[config.mk]
export PLATFORM = sky130hd
export DESIGN_NAME = iter_addsub
export DESIGN_NICKNAME = d
export VERILOG_FILES = /design/src/rtl/iter_addsub.sv
export SDC_FILE = /design/constraint.sdc
export NUM_CORES = 1
export LEC_CHECK = 0
export CORE_MARGIN = 1
export CORE_UTILIZATION = 40
export DETAILED_ROUTE_END_ITERATION = 8
export MAX_ROUTING_LAYER = met4
export SYNTH_ARGS = -nofsm -noshare
export SYNTH_HDL_FRONTEND = slang
export SYNTH_SLANG_ARGS = --single-unit
[constraint.sdc]
create_clock -name clk -period 5.5 [get_ports clk]
set_input_delay 0.825 -clock clk [delete_from_list [all_inputs] [get_ports clk]]
set_output_delay 0.825 -clock clk [all_outputs]
set_load 0.1 [all_outputs]
[src/rtl/iter_addsub.sv]
// Multi-cycle adder/subtractor: processes CHUNK bits per clock, delivering Sum and
// status flags after WIDTH/CHUNK cycles behind a valid/ready handshake.
module iter_addsub #(
  parameter int WIDTH = 16,
  parameter int CHUNK = 4
) (
  input  logic             clk,
  input  logic             rst_n,
  input  logic             start_valid,
  output logic             start_ready,
  input  logic [WIDTH-1:0] A,
  input  logic [WIDTH-1:0] B,
  input  logic             sub,
  input  logic             Cin,
  output logic             res_valid,
  input  logic             res_ready,
  output logic [WIDTH-1:0] Sum,
  output logic             Cout,
  output logic             Ovf,
  output logic             Zero,
  output logic             Neg
);

  localparam int NCHUNK = WIDTH / CHUNK;
  localparam int CW     = (NCHUNK > 1) ? $clog2(NCHUNK) : 1;
  localparam logic [CW-1:0] LAST = CW'(NCHUNK - 1);

  typedef enum logic [1:0] {IDLE, BUSY, DONE} state_t;

  state_t           state_q, state_d;
  logic [CW-1:0]    cnt_q, cnt_d;
  logic [WIDTH-1:0] opa_q, opa_d, opb_q, opb_d, acc_q, acc_d, sum_q, sum_d;
  logic             carry_q, carry_d, sub_q, sub_d;
  logic             cout_q, cout_d, ovf_q, ovf_d, zero_q, zero_d, neg_q, neg_d;

  logic [CHUNK-1:0] a_chunk, b_chunk, part;
  logic [CHUNK:0]   chunk_sum;
  logic             c_out, c_msb;
  int               idx;

  // One chunk of the ripple chain; subtraction arrives pre-inverted in opb_q.
  always_comb begin
    idx       = int'(cnt_q) * CHUNK;
    a_chunk   = opa_q[idx +: CHUNK];
    b_chunk   = opb_q[idx +: CHUNK];
    chunk_sum = {1'b0, a_chunk} + {1'b0, b_chunk} + (CHUNK+1)'(carry_q);
    part      = chunk_sum[CHUNK-1:0];
    c_out     = chunk_sum[CHUNK];
    // Carry into the MSB is recovered from the MSB's own sum bit.
    c_msb     = a_chunk[CHUNK-1] ^ b_chunk[CHUNK-1] ^ part[CHUNK-1];
  end

  always_comb begin
    state_d = state_q;
    cnt_d   = cnt_q;
    opa_d   = opa_q;
    opb_d   = opb_q;
    acc_d   = acc_q;
    carry_d = carry_q;
    sub_d   = sub_q;
    sum_d   = sum_q;
    cout_d  = cout_q;
    ovf_d   = ovf_q;
    zero_d  = zero_q;
    neg_d   = neg_q;
    case (state_q)
      IDLE: begin
        if (start_valid) begin
          opa_d   = A;
          opb_d   = sub ? ~B : B;
          carry_d = Cin ^ sub;
          sub_d   = sub;
          acc_d   = '0;
          cnt_d   = '0;
          state_d = BUSY;
        end
      end
      BUSY: begin
        acc_d[idx +: CHUNK] = part;
        carry_d = c_out;
        cnt_d   = cnt_q + CW'(1);
        if (cnt_q == LAST) begin
          cnt_d   = '0;
          sum_d   = acc_d;
          cout_d  = c_out ^ sub_q;
          ovf_d   = c_msb ^ c_out;
          zero_d  = (acc_d == '0);
          neg_d   = acc_d[WIDTH-1];
          state_d = DONE;
        end
      end
      DONE: begin
        if (res_ready) state_d = IDLE;
      end
      default: state_d = IDLE;
    endcase
  end

  always_ff @(posedge clk or negedge rst_n) begin
    if (!rst_n) begin
      state_q <= IDLE;
      cnt_q   <= '0;
      opa_q   <= '0;
      opb_q   <= '0;
      acc_q   <= '0;
      carry_q <= 1'b0;
      sub_q   <= 1'b0;
      sum_q   <= '0;
      cout_q  <= 1'b0;
      ovf_q   <= 1'b0;
      zero_q  <= 1'b0;
      neg_q   <= 1'b0;
    end else begin
      state_q <= state_d;
      cnt_q   <= cnt_d;
      opa_q   <= opa_d;
      opb_q   <= opb_d;
      acc_q   <= acc_d;
      carry_q <= carry_d;
      sub_q   <= sub_d;
      sum_q   <= sum_d;
      cout_q  <= cout_d;
      ovf_q   <= ovf_d;
      zero_q  <= zero_d;
      neg_q   <= neg_d;
    end
  end

  assign start_ready = (state_q == IDLE);
  assign res_valid   = (state_q == DONE);
  assign Sum         = sum_q;
  assign Cout        = cout_q;
  assign Ovf         = ovf_q;
  assign Zero        = zero_q;
  assign Neg         = neg_q;

endmodule

Yosys cells after proc, flatten, opt, wreduce, memory -nomap -nowiden:

Cells that the tools add are included.

* output and inout bits: 22
* bits in registers: 74

* reductions and logical operators: 7
* bitwise gates (word level): 6
* eq/ne operators: 6
* multiplexer cells: 13
* add/subtract/negate cells: 4
* shift-type cells: 4

Operator list (number)
* $neg 4->33: 1
* $shift 4x33->16 const A: 1
* $shiftx 4x33->16: 1
* $mux 16: 2
* $pmux 16 s2: 1
* $shiftx 16x5->4: 2
* $bwmux 16: 1
* $logic_not 16->1: 1
* $not 16->16: 1
* $mux 2: 5
* $pmux 2 s3: 1
* $reduce_and 2->1: 3
* $add 4x4->5: 1
* $add 5x1->5: 1
* $xor 1x1->1: 5
* $eq 2x2->1 const B: 2
* $ne 2x2->1 const B: 2
* $pmux 2 s2: 1
* $reduce_and 3->1: 1
* $add 2x1->2 const B: 1
* $eq 2x1->1 const B: 1
* $logic_not 2->1: 1
* $ne 2x1->1 const B: 1
* $pmux 1 s2: 1
* 2 further kinds: 2

Longest topological paths before layout:

Gate-level depths: netlist (run 1).

* word-level depth: 6
* depth in mapped cells: 11
* depth with buffers taken out: 9

Least setup slack after synthesis (run 1):

OpenSTA, ideal clock, no wires.

* kind: register to register
* start point: register cnt_q[0]
* end point: register zero_q (netlist: Zero)
* cell stages (with the launch flop): 12
* required time: 5.380 ns
* setup slack: 2.209 ns
* path buffers: 2
* arrival: 3.171 ns
* cell sequence: dfrtp_1 > buf_4 > buf_2 > mux4_2 > fa_1 > inv_1 > fa_1 > nor4b_4 > a2111oi_2 > and4_1 > and4_1 > a41o_1

* word-level cells in the longest chain between the ends: 6
* elaborated cells between the ends (all ways): 11
* classes of those cells: add/sub (3); eq/ne (1); shift (4); mux (1); reduce/logical (2)

Ends and longest elaborated chain
* start: declaration: line 31 `logic [CW-1:0] cnt_q, cnt_d;`
* start signal: assignment: line 115 `cnt_q <= cnt_d;`
* $shiftx 16x5->4 (on tied branches): line 44, 45
* $add 4x4->5: line 46 `chunk_sum = {1'b0, a_chunk} + {1'b0, b_chunk} + (CHUNK+1)'(carry_q);`
* $add 5x1->5: line 46
* $shiftx 4x33->16: line 79 `acc_d[idx +: CHUNK] = part;`
* $bwmux 16: line 79
* $logic_not 16->1: line 87 `zero_d = (acc_d == '0);`
* end signal: assignment: line 124 `zero_q <= zero_d;`
* end: declaration: line 34 `logic cout_q, cout_d, ovf_q, ovf_d, zero_q, zero_d, neg_q, neg_d;`

Several ways; a longest one is shown, not always the timed one.
A chain may end at the register's enable or synchronous reset.

Worst setup path in the final report (run 1):

Ends and elaborated chain as after synthesis.

==> results of run 1 <==
==> final timing paths <==
kind / start / endpoint / slack, ns / depth (start not counted)
min in group asynchronous: rst_n / Sum[13] / 0.69 / 2
min reg2reg: opa_q[6] / opa_q[6] / 0.47 / 2
max: cnt_q[0] / Zero / 2.33 / 9
max in group asynchronous: rst_n / Cout / 4.19 / 2
max reg2reg: cnt_q[0] / Zero / 2.33 / 9
min: opa_q[6] / opa_q[6] / 0.47 / 2
==> synthesized netlist by cell type (3+ instances only) <==
library cell / number / area, sq um
a31oi_1: 4 / 25.0
a21oi_1: 7 / 35.0
xnor2_1: 20 / 175
inv_1: 12 / 45.0
ha_1: 9 / 113
o21ai_0: 49 / 245
and4_1: 3 / 26.3
dfrtp_1: 73 / 1830
nor2_1: 4 / 15.0
mux4_2: 8 / 180
nand3_1: 17 / 85.1
nand2_1: 89 / 334
o21ai_1: 3 / 15.0
nor2b_1: 16 / 100
and2_1: 3 / 18.8
clkbuf_1: 16 / 60.1
a41oi_1: 4 / 35.0
buf_2: 4 / 20.0
==> metal layers <==
metal | GRT usage [%] | vias up
met5 | - | -
met4 | 7.93 | 0
met3 | 3.38 | 17
met2 | 29.1 | 57
met1 | 23.3 | 1298
li1 | - | 1359
==> kinds of logic after synthesis <==
family / count (synthesis) / share of synthesized area (%)
multiplexers: 8 / 4.93
flip-flops: 73 / 50.0
adder cells (fa/ha/maj): 11 / 4.18
AND/OR/NAND/NOR: 142 / 18.8
AO/OA/AOI/OAI: 80 / 13.0
XOR/XNOR: 21 / 5.24
buffers and inverters: 35 / 3.94
==> per-stage QoR <==
stage	instance area (sq um)	util (%)	power [uW]	instances	setup WS, ns
floorplan	3660	-	2280	370	2.21
global placement	4320	49.0	2690	519	2.38
detailed placement	4320	49.0	2720	519	2.32
CTS	4480	50.9	3090	534	2.31
global route	4480	50.9	3300	534	2.13
finish	4480	50.9	3060	534	2.33
==> sequential cells by signal, summed over array words and instances (netlist names) <==
register,flops
opa_q,16
carry_q,1
state_q,2
cnt_q,2
sub_q,1
Cout,1
Zero,1
Sum,16
acc_q,16
opb_q,16
Ovf,1
==> cell type report <==
cell class                 count  area [sq um]  area share [%]
sequential                    73          1830            40.8
multi-input combinational    262          1690            37.7
timing repair buffer          64           623            13.9
clock buffer                  11           141            3.16
tap                          108           135            3.02
inverter                      12          45.0            1.01
clock inverter                 4          20.0           0.447
==> power breakdown <==
group | internal [uW] | switching (uW)
clock | 171 | 189
sequential | 768 | 158
combinational | 619 | 1160
==> tightest hold or removal path: cells and delay by family, from the launching register on <==
kind | cells | cell delay (ns)
flops | 1 | 0.34
simple gates | 2 | 0.10
==> flow_summary.ini, run 1 <==
[outcome]
outcome = finished with violations
violations = DRC

[power]
p_leak_uw = 0.00199
power.density_nw_per_um2 = 683
max-vdd-ir-drop_v = 0.000360

[logic_synthesis]
syn_inst = 370
synth_fp_nets = 419
yosysWarningCount = 0
synth_edf_count = 0
netlist_area_sq_um = 3660
synth_seq_cells = 73
syn_area_per_cell_sq_um = 9.88
ys.flop_type = dfrtp_1
ys_types = 41
yosysSeqAreaShare_pct = 50.0
postSynth.asyncResetShare_pct = 100

[die]
rows = 34
core_area_sq_um = 8810
die_w_um = 97.6
start_util_pct = 41.5
die_y_um = 97.6
io_pins = 60
die_area_sq_um = 9530

[critical_path]
slowest_delay_ns = 0.58
setup.worst_path.end_class = flip-flop
crit_path_cell_trace = mux4_2 > fa_1 > inv_1 > fa_1 > nor4b_4 > a2111oi_2 > and4_1 > and4_1 > a41o_1
worstPathRequired_ns = 5.73
cp.arrival_ns = 3.40
worstPathMaxFanout = 6
cp_top_family = adder cells
critPathLaunchType = flip-flop
crit_buf_inv = 1
critical_path_class = reg -> reg
slowest_stage = mux4_2

[final_layout]
num_antenna_cells = 0
fillers = 844
final_cell_mix = nand2_1 (88), dfrtp_1 (73), clkdlybuf4s50_1 (58)
area_delta_synth_final_pct = 22.5
final_common_cell = nand2_1
drive_above_1_share_pct = 8.45
nets = 471

[global_routing]
grt-ovfl-total = 0
grt_pass1_vias = 2830
grt_max_degree = 74
grt_pass1_wl_mm = 13.5
grt_use_total_pct = 18.4
antenna_found_initial = 0

[clock_network]
cts.htree.levels = 3
worst_skew_pair.late_latency_ns = 0.34
cts_tree = yes
clockBufferDepth = 2
cts_resized = 0
ctsHoldBuffers = 0
postCtsSetupRepairBufs = 0
cts_made_buffers = 9
cts_root_buf = clkbuf_8
path_clk_slew_ns = 0.07
clkSinkCount = 73

[sta]
slew_headroom_pct = 34.2
tightest_slew_ns = 0.984
min_period_over_period_pct = 57.7
timing.hold.ws_ns = 0.474
rsz0062_at_grt = no
timing.setup.tns_ns = 0
worst_clock_skew_ns = 0.00550
max_freq_ghz = 0.315
period_needed_ns = 3.17
setup_violations = 0
slew_viol_final = 0
final_hold_viol_count = 0

[drt]
drc = 4
dr.pass1.iters = 6
drt-total-wl_mm = 7.75
first_iter_violations = 110
avgViaCountPerCell = 5.11
drt-met1-wl_mm = 3.60
wl_met2_mm = 3.71
vias = 2731
top_layer = met4
drt.antenna.violating_nets = 0
met3_length_um = 251
routedWlPerCell_um = 14.5

[placed_design]
port_buffers = 59
gp_congestion = 0.869
dpl.hpwl_mm = 5.51

[hold_path]
min_path_type = reg -> reg

[job]
drv_cap = 0
(Power assumes the default switching activity.)
==> inputs of run 2 (changes only) <==
Settings changed: PLACE_DENSITY set to 0.65.
Clock period 5.5 ns to 2.6 ns, I/O delays scaled along.
==> run 2 against run 1 <==
The flow finishes with violations (DRC, setup timing); final cell count up 5.6%; die area stayed put; fmax rose by 11%; setup slack got worse by 2.6 ns; routed wire length grew 2.7%; register-to-register slack worse by 2.6 ns; sequential cell count did not move; critical path type unchanged.
==> flow_summary.ini, run 2 (same netlist as run 1, synthesis figures left out) <==
[outcome]
outcome = finished with violations
violations = DRC, setup timing

[clock_network]
clockBufferDepth = 2
cts_made_buffers = 9
cts_root_buf = clkbuf_8
path_clk_slew_ns = 0.07
cts.htree.levels = 3
ctsHoldBuffers = 0
clkSinkCount = 73
cts_tree = yes
worst_skew_pair.late_latency_ns = 0.35

[critical_path]
critPathLaunchType = flip-flop
crit_path_cell_trace = mux4_2 > fa_2 > inv_2 > fa_2 > nor4b_4 > a2111oi_2 > and4_1 > and4_1 > a41o_1
critical_path_class = reg -> reg
r2r_cells = 9
worstPathRequired_ns = 2.83
slowest_stage = mux4_2
timing.rr.end = Zero
worst-r2r-setup-slack_ns = -0.25
cp.arrival_ns = 3.08
rr_startpoint = cnt_q[0]
worstPathMaxFanout = 3
slowest_delay_ns = 0.53
setup.worst_path.end_class = flip-flop

[final_layout]
num_antenna_cells = 0
final_common_cell = nand2_1
final_area_sq_um = 4840
final_cell_mix = nand2_1 (88), dfrtp_1 (72), buf_4 (54)
area_delta_synth_final_pct = 32.3
nets = 500
drive_above_1_share_pct = 21.7

[die]
die_w_um = 97.6
die_area_sq_um = 9530
rows = 34
start_util_pct = 41.5
io_pins = 60
core_area_sq_um = 8810
die_y_um = 97.6

[drt]
dr.pass1.iters = 6
drt-met1-wl_mm = 3.60
avgViaCountPerCell = 5.05
drc = 4
vias = 2848
drt.antenna.violating_nets = 0
routedWlPerCell_um = 14.1
drt-total-wl_mm = 7.96
met3_length_um = 299
first_iter_violations = 93
top_layer = met4
wl_met2_mm = 3.97

[placed_design]
dpl-instance-area_sq_um = 4470
port_buffers = 59
gp_congestion = 0.836
dpl.hpwl_mm = 5.79

[sta]
slew_headroom_pct = 62.6
setup_violations = 7
fin_ws_ns = -0.249
max_freq_ghz = 0.351
rsz0062_at_grt = yes
period_needed_ns = 2.85
min_period_over_period_pct = 110
worst_clock_skew_ns = 0.0103
slew_viol_final = 0
tightest_slew_ns = 0.561
final_hold_viol_count = 0

[hold_path]
min_path_type = in -> async

[global_routing]
grt_use_total_pct = 18.4
grt-ovfl-total = 0
grt_pass1_wl_mm = 13.6
antenna_found_initial = 0
grt_max_degree = 74
grt_pass1_vias = 2904

[job]
drv_cap = 0
## run 2: cell count changes in the layout (fill, tap and decap cells not counted), moves of 3 or more
| cell | change |
|---|---|
| buf_4 | +49 |
| bufinv_16 | +4 |
| clkdlybuf4s50_1 | -22 |
| clkinv_2 | -3 |
| o21ai_0 | -6 |
| o21ai_1 | +6 |
## run 2: stage by stage
step / setup WS (ns) / utilization [%] / std cells / hold WS [ns] / TNS (ns)
6_report: -0.249 / 54.9 / 564 / 0.0718 / -0.886
3_3_place_gp: -0.304 / 50.7 / 544 / 0.449 / -1.46
3_5_place_dp: -0.388 / 50.7 / 544 / 0.455 / -2.33
2_1_floorplan: -0.487 / - / 370 / 0.0944 / -0.744
5_1_grt: -0.363 / 54.9 / 564 / 0.0925 / -1.76
4_1_cts: -0.254 / 54.4 / 561 / 0.0716 / -1.03
## run 2: critical path: cells and delay by family (launching register included)
| kind | cells | cell delay (ns) |
|---|---|---|
| DFF | 1 | 0.41 |
| muxes | 1 | 0.53 |
| and+or+nand+nor | 3 | 0.56 |
| AOI/OAI and AO/OA | 2 | 0.32 |
| adders and majority gates | 2 | 0.85 |
| buffers and inverters | 1 | 0.06 |
## run 2: area by class of cell
class	count	area (sq um)
multi-input combinational	262	1750
clock inverter	7	141
timing repair buffer	93	811
sequential	73	1830
inverter	12	45.0
tap	108	135
clock buffer	9	124
fill	792	3970
## run 2: how the worst max path moves through the flow
stage / startpoint / end / depth (start not counted)
3_5_place_dp: cnt_q[0] / Zero / 9
6_report: cnt_q[0] / Zero / 9
3_3_place_gp: cnt_q[0] / Zero / 9
5_1_grt: cnt_q[0] / Zero / 9
4_1_cts: cnt_q[0] / Zero / 9
2_1_floorplan: cnt_q[0] / Zero / 11
## run 2: repair_timing
action | in CTS | in global routing
pin swaps | 4 | 2
endpoints found under the setup margin | 16 | 17
buffers inserted | 1 | 3
gates resized for setup | 10 | 7
## run 2: per-layer routing
metal	vias to the layer above	GRT usage [%]
met5	-	-
met3	7	4.96
li1	1427	-
met4	0	5.01
met1	1361	22.3
met2	53	30.4
Power of run 2 is not shown: default switching activity piles up to over one toggle a cycle in this logic, so the estimate is an artifact.
==> inputs of run 3 (changes only) <==
Settings changed: CORE_UTILIZATION 40 to 48, PLACE_DENSITY 0.65 to 0.76, SETUP_SLACK_MARGIN set to 0.05.
==> run 3 against run 2 <==
Sequential cell count is the same; setup slack better by 0.014 ns; critical endpoint unchanged; die area shrank 16%; the flow finishes with violations (setup timing); core utilization is 11 points higher.
==> flow_summary.ini, run 3 (same netlist as run 1, synthesis figures left out) <==
[outcome]
outcome = finished with violations
violations = setup timing

[die]
die_w_um = 89.3
die_y_um = 89.3
rows = 31
start_util_pct = 50.1
io_pins = 60
core_area_sq_um = 7290
die_area_sq_um = 7970

[clock_network]
clkSinkCount = 73
ctsHoldBuffers = 0
cts.htree.levels = 3
clockBufferDepth = 2
cts_tree = yes
cts_made_buffers = 9
cts_root_buf = clkbuf_8
worst_skew_pair.late_latency_ns = 0.35
path_clk_slew_ns = 0.08

[sta]
slew_viol_final = 0
slew_headroom_pct = 48.5
max_freq_ghz = 0.353
setup_violations = 3
min_period_over_period_pct = 109
period_needed_ns = 2.83
worst_clock_skew_ns = 0.0109
timing.setup.tns_ns = -0.279
fin_ws_ns = -0.235
tightest_slew_ns = 0.772
final_hold_viol_count = 0
rsz0062_at_grt = yes

[final_layout]
final_cell_mix = nand2_1 (88), dfrtp_1 (72), buf_4 (50)
nets = 496
final_common_cell = nand2_1
num_antenna_cells = 0
area_delta_synth_final_pct = 31.6
fillers = 600
drive_above_1_share_pct = 21.5

[placed_design]
gp_congestion = 0.957
dpl.hpwl_mm = 5.72
dp_slack_ns = -0.353
port_buffers = 59

[global_routing]
busiest_layer = met2
met2_usage_pct = 39.1
grt-ovfl-total = 0
grt_max_degree = 42
antenna_found_initial = 0
grt_use_total_pct = 23.5
grt_pass1_wl_mm = 13.6
use_met1_pct = 28.5
grt_pass1_vias = 2872
grt_use_met3_pct = 5.08

[drt]
avgViaCountPerCell = 5.30
first_iter_violations = 135
drt.antenna.violating_nets = 0
drc = 0
routedWlPerCell_um = 14.4
dr.pass1.iters = 4
drt-total-wl_mm = 7.92
vias = 2922

[critical_path]
worst-r2r-setup-slack_ns = -0.23
timing.rr.end = Zero
critical_path_class = reg -> reg
worstPathRequired_ns = 2.83
rr_startpoint = cnt_q[0]
worstPathMaxFanout = 4
critPathLaunchType = flip-flop
cp.arrival_ns = 3.07
r2r_cells = 9
setup.worst_path.end_class = flip-flop

[job]
drv_cap = 0

[hold_path]
min_path_type = in -> async
==> run 3: metrics by stage <==
stage | instance area [sq um] | util, % | instances | hold WS, ns
floorplan | 3690 | - | 370 | 0.0944
global placement | 4430 | 60.8 | 530 | 0.457
detailed placement | 4430 | 60.8 | 530 | 0.465
CTS | 4730 | 64.8 | 548 | 0.135
global route | 4810 | 66.0 | 551 | 0.173
finish | 4810 | 66.0 | 551 | 0.115
==> run 3: worst max-delay path, stage by stage (launching register included) <==
cell,delay [ns]
dfrtp_2,0.42
mux4_2,0.53
fa_2,0.38
inv_2,0.06
fa_2,0.47
nor2_1,0.18
a31oi_1,0.12
and4_1,0.19
and4_1,0.18
a41o_1,0.19
==> run 3: layer usage <==
metal | wire, um | share of wire, %
met4 | 137 | 1.7
met5 | 0 | 0
met3 | 300 | 3.8
met1 | 3400 | 43
met2 | 4080 | 52
==> run 3: cell type report <==
cell class              count  area [sq um]  area share [%]
clock buffers               9           124            2.57
clock inverters             7           143            2.96
multi-input cells         262          1770            36.7
flip-flops and latches     73          1830            38.0
well taps                  99           124            2.57
inverters                  12          45.0           0.936
repair buffers             89           781            16.2
==> run 3: how the worst max path moves through the flow <==
stage	from	to	slack, ns	depth (start not counted)
finish	cnt_q[0]	Zero	-0.23	9
global route	cnt_q[0]	Zero	-0.37	9
CTS	cnt_q[0]	Zero	-0.25	9
detailed placement	cnt_q[0]	Zero	-0.35	9
global placement	cnt_q[0]	Zero	-0.31	9
floorplan	cnt_q[0]	Zero	-0.49	11
==> run 3: repair_timing <==
action,CTS,global route
resized for setup,5,13
setup buffers,2,3
cloned,0,0
endpoints found under the setup margin,18,18
pin swaps,3,6
Power of run 3 is left out for the same reason.
